==> config.mk <==
export PLATFORM = sky130hd
export DESIGN_NAME = reg_write_arbiter
export DESIGN_NICKNAME = d
export VERILOG_FILES = /design/src/rtl/reg_write_arbiter_pkg.sv /design/src/rtl/rr_priority_picker.sv /design/src/rtl/reg_write_arbiter.sv
export SDC_FILE = /design/constraint.sdc
export NUM_CORES = 1
export LEC_CHECK = 0
export CAP_MARGIN = 20
export CORE_MARGIN = 5
export CORE_UTILIZATION = 35
export CTS_BUF_LIST = sky130_fd_sc_hd__clkbuf_8
export CTS_CLUSTER_DIAMETER = 200
export DETAILED_ROUTE_END_ITERATION = 10
export PLACE_DENSITY = 0.87
export SKIP_LAST_GASP = 1
export SLEW_MARGIN = 20
export SYNTH_ARGS = -nofsm -noshare
export SYNTH_HDL_FRONTEND = slang
export SYNTH_SLANG_ARGS = --single-unit
export TNS_END_PERCENT = 20
==> constraint.sdc <==
create_clock -name clk -period 3.8 [get_ports clk]
set_input_delay 1.14 -clock clk [delete_from_list [all_inputs] [get_ports clk]]
set_output_delay 1.14 -clock clk [all_outputs]
set_load 0.03 [all_outputs]
==> src/rtl/reg_write_arbiter_pkg.sv <==
// Shared constants for the register-file write-port arbiter and its helpers.
package reg_write_arbiter_pkg;

    localparam int unsigned REG_COUNT          = 8;
    localparam int unsigned ADDR_WIDTH         = 3;
    localparam int unsigned DEFAULT_DATA_WIDTH = 32;
    localparam int unsigned GRANT_ID_WIDTH     = 3;

    // Fixed requester slots on the write port.
    typedef enum logic [GRANT_ID_WIDTH-1:0] {
        REQ_ALU   = 3'd0,
        REQ_LOAD  = 3'd1,
        REQ_CSR   = 3'd2,
        REQ_SPARE = 3'd3
    } req_id_e;

endpackage

==> src/rtl/rr_priority_picker.sv <==
// Combinational round-robin picker: first set request at or above ptr, wrapping.
module rr_priority_picker #(
    parameter int unsigned N     = 4,
    parameter int unsigned IDX_W = (N > 1) ? $clog2(N) : 1
) (
    input  logic [N-1:0]     req,
    input  logic [IDX_W-1:0] ptr,
    output logic [N-1:0]     grant_c,
    output logic [IDX_W-1:0] idx_c,
    output logic             any_c
);

    logic [31:0] cand;

    always_comb begin
        grant_c = '0;
        idx_c   = '0;
        any_c   = 1'b0;
        cand    = '0;
        for (int unsigned k = 0; k < N; k++) begin
            cand = 32'(ptr) + k;
            if (cand >= N) begin
                cand = cand - N;
            end
            if (!any_c && req[IDX_W'(cand)]) begin
                any_c                  = 1'b1;
                idx_c                  = IDX_W'(cand);
                grant_c[IDX_W'(cand)]  = 1'b1;
            end
        end
    end

endmodule

==> src/rtl/reg_write_arbiter.sv <==
// Round-robin arbiter sharing the register-file write port; one-cycle registered command.
module reg_write_arbiter
    import reg_write_arbiter_pkg::*;
#(
    parameter int unsigned NUM_REQ    = 4,
    parameter int unsigned DATA_WIDTH = reg_write_arbiter_pkg::DEFAULT_DATA_WIDTH,
    parameter int unsigned ADDR_WIDTH = reg_write_arbiter_pkg::ADDR_WIDTH
) (
    input  logic                            clk,
    input  logic                            reset,
    input  logic [NUM_REQ-1:0]              req_valid,
    input  logic [NUM_REQ*ADDR_WIDTH-1:0]   req_addr,
    input  logic [NUM_REQ*DATA_WIDTH-1:0]   req_data,
    output logic [NUM_REQ-1:0]              req_ready,
    input  logic                            hold,
    output logic                            wr_en,
    output logic [ADDR_WIDTH-1:0]           wr_addr,
    output logic [DATA_WIDTH-1:0]           wr_data,
    output logic [GRANT_ID_WIDTH-1:0]       grant_id
);

    localparam int unsigned PTR_W = (NUM_REQ > 1) ? $clog2(NUM_REQ) : 1;

    logic [PTR_W-1:0]      rr_ptr;
    logic [PTR_W-1:0]      pick_idx_c;
    logic [PTR_W-1:0]      next_ptr_c;
    logic [NUM_REQ-1:0]    pick_grant_c;
    logic                  pick_any_c;
    logic                  fire_c;
    logic [ADDR_WIDTH-1:0] sel_addr_c;
    logic [DATA_WIDTH-1:0] sel_data_c;

    rr_priority_picker #(
        .N     (NUM_REQ),
        .IDX_W (PTR_W)
    ) u_picker (
        .req     (req_valid),
        .ptr     (rr_ptr),
        .grant_c (pick_grant_c),
        .idx_c   (pick_idx_c),
        .any_c   (pick_any_c)
    );

    // Grants are suppressed while held or in reset; an in-flight command is unaffected.
    assign fire_c    = pick_any_c & ~hold & ~reset;
    assign req_ready = fire_c ? pick_grant_c : '0;

    assign next_ptr_c = (pick_idx_c == PTR_W'(NUM_REQ - 1)) ? '0 : pick_idx_c + PTR_W'(1);

    // Payload mux for the winning requester.
    always_comb begin
        sel_addr_c = '0;
        sel_data_c = '0;
        for (int unsigned i = 0; i < NUM_REQ; i++) begin
            if (pick_idx_c == PTR_W'(i)) begin
                sel_addr_c = req_addr[i*ADDR_WIDTH +: ADDR_WIDTH];
                sel_data_c = req_data[i*DATA_WIDTH +: DATA_WIDTH];
            end
        end
    end

    always_ff @(posedge clk) begin
        if (reset) begin
            wr_en    <= 1'b0;
            wr_addr  <= '0;
            wr_data  <= '0;
            grant_id <= '0;
            rr_ptr   <= '0;
        end else begin
            wr_en <= fire_c;
            if (fire_c) begin
                wr_addr  <= sel_addr_c;
                wr_data  <= sel_data_c;
                grant_id <= GRANT_ID_WIDTH'(pick_idx_c);
                rr_ptr   <= next_ptr_c;
            end
        end
    end

endmodule

==> results.md <==
* WL/cell at 16.1 um
* Clock Pin Slew Worst Setup and Hold Paths at 80 ps
* Post-Route Utilization at 0.622
* HPWL Detailed at 8.83 mm
* Mapped Cells at 424
* Starting DRT DRC Count at 140
* Worst setup margin at -33.0 ps
* Largest net degree at the start of global routing at 76
* P_leak at 2.04 nW
* Area grow syn2layout at 71.5%
* ANT cells at 0
* Hold Crit Class: reg2reg
* GRT Resource Usage Total at 0.199
* Status: finished, violations left
* Worst-path maximum fanout at 4
* Buffers on Ports at 188
* DRT Wirelength at 11.5 mm
* DR vias at 3,884
* CTS Buf Count at 5
* Synth Area per Inst at 7.49 um^2
* Post-Synth Simple-Gate Area at 0.298
* DIE HEIGHT at 105 um
* R2R cell count at 15
* Adder-Cell Fraction of Synth Area at 0.0473
* CP Data Required Time at 2660 ps
* Fin crit period at 3830 ps
* Hold WS at 498 ps
* Hold buffers post-CTS at 0
* CTS H-Tree Depth at 2
* Worst Max-Slew Pin Slew at 749 ps
* Synth Flop Type: dfxtp_1
* Crit Path Class: in2out
* Num ports at 190
* Peak supply drop at 0.000269 V
* Drt first pass iters at 4
* Nature of the critical path endpoint: output port
* Synth Area in Compound Gates at 0.307
* Number of library cell types mapped by synthesis at 39
* DRC viols at 0
* Most frequent cells in the layout: 180 x clkdlybuf4s50_1, 71 x nor2b_1, 43 x nor2_1
* Worst skew pair latency at 280 ps
* Die area at 0.0111 mm^2
* First-pass GRT wire length at 18.8 mm
* YS warnings at 0
* Initial Util at 0.363
* Commonest non-fill, non-tap cell in the layout: clkdlybuf4s50_1
* Register area at 801 um^2
* Post-synth EDFFs at 0
* Max-slew violations at 0
* # rows at 34
* Worst hold stages at 2
* Hold Fails Final Rpt at 0
* Largest family of logic cells by synthesized area: compound AO/OA/AOI/OAI gates
* Area leader, netlist: dfxtp_1
* CTS max path bufs at 2
* Placement Cell Area at 0.00534 mm^2
* Via density at 5.45
* Multi-input logic area at 0.00220 mm^2
* Syn_nets at 583
* Register area share after synthesis at 0.252
* Share of cells above drive strength 1 at 0.107
* Post-CTS Setup Bufs at 0
* Worst Setup Start Kind: input pin
* Num Clock Sinks at 40
* Fmax at 0.261 GHz
* Final #Nets at 764
* Synth top area cells: dfxtp_1 25%, nor2b_1 14%, a221oi_1 12%
* Fillers at 767
* Multiplexer area fraction after synthesis at 0.0173
* Power Density at 634 mW/mm^2
* Clock root buffer: clkbuf_8
* Grt total ovfl at 0
* Post-synthesis register bit count at 40
* Failing checks: setup timing
* Routed Antenna Nets at 0
* Vias in the first global route at 3,847
* Maxcap violations at 0
* Tcrit/Tclk final at 1.01
* Core ar. at 0.00876 mm^2
* Mapped Area at 0.00318 mm^2
* Gpl congestion at 0.898
* Final Setup Violations at 4
* Setup TNS at -57.0 ps
* Post-synth ARST share at 0
* Final Cell Area at 0.00545 mm^2
* Clock skew at 4.74 ps
* Crit path arrival time at 2690 ps
* Max_slew headroom at 0.501
* RSZ-0062 raised after global routing: true
* Yosys top cell area share at 0.252
* Post-synthesis xor/xnor area fraction at 0
* Initial antenna violation count at 0
* Width of the die at 105 um
* CTS tree: built
[sequential cells by signal, indices dropped and copies added (netlist names)]
name      cells
wr_en         1
wr_data      32
grant_id      2
wr_addr       3
rr_ptr        2
[path summary, 6_finish.rpt]
check	to	slack, ps	start
worst max-delay path	req_ready[1]	-30	req_valid[2]
worst min-delay path	wr_data[7]	500	wr_data[7]
worst max register to register	wr_data[24]	560	rr_ptr[0]
worst min register to register	wr_data[7]	500	wr_data[7]
[logic make-up (layout without fill, tap and decap cells)]
group,count (synthesis),in the layout
other cells,1,1
mux,3,3
fa+ha+maj,12,12
buf+inv,58,239
flops,40,40
compound gates,134,134
simple gates,176,176
[area by class of cell]
type | instances | share of cell area
Multi-Input combinational cell | 326 | 0.404
Timing Repair Buffer | 221 | 0.403
Sequential cell | 40 | 0.147
Tap cell | 108 | 0.0248
Clock buffer | 5 | 0.0126
Inverter | 11 | 0.00758
Clock inverter | 2 | 0.00161
[worst max-delay path, cell delays in order]
cell	delay [ps]
buf_6	100
mux4_2	500
a311oi_4	370
a221oi_2	130
a221oi_2	250
buf_4	210
[report_power, final]
| part | internal (W) | switching (W) |
|---|---|---|
| clock network | 0.000122 | 0.000141 |
| logic | 0.00123 | 0.00139 |
| registers | 0.000525 | 0.0000505 |
| total | 0.00187 | 0.00158 |
[stage by stage]
stage / power (W) / instances / setup slack (ps)
3_5_place_dp: 0.00319 / 706 / -421
5_1_grt: 0.00377 / 713 / -123
3_3_place_gp: 0.00312 / 706 / -325
2_1_floorplan: 0.00225 / 424 / -101
4_1_cts: 0.00350 / 713 / -52.1
6_report: 0.00346 / 713 / -33.0
[Yosys cell counts (4+ instances only)]
| library cell | instances |
|---|---|
| nor2b_1 | 71 |
| a221oi_1 | 43 |
| nor2_1 | 43 |
| dfxtp_1 | 40 |
| a21oi_1 | 38 |
| nor3_1 | 37 |
| a211oi_1 | 36 |
| clkbuf_1 | 29 |
| ha_1 | 12 |
| inv_1 | 9 |
| buf_2 | 8 |
| nand2_1 | 7 |
| buf_1 | 6 |
| nand2b_1 | 5 |
| o21ai_1 | 4 |
[layer usage]
metal	share of wire	vias to the layer above	wire, um	global-route usage
li1	-	1922	-	-
met3	0.084	16	965	0.0575
met5	0	-	0	0
met4	0.013	0	150	0.0429
met2	0.51	169	5800	0.359
met1	0.40	1777	4560	0.232
[what timing repair did]
item | in CTS | in global routing
setup endpoints to repair | 4 | 4
pin swaps | 3 | 1
resized for setup | 24 | 0
Power figures use the tool's default switching activity.
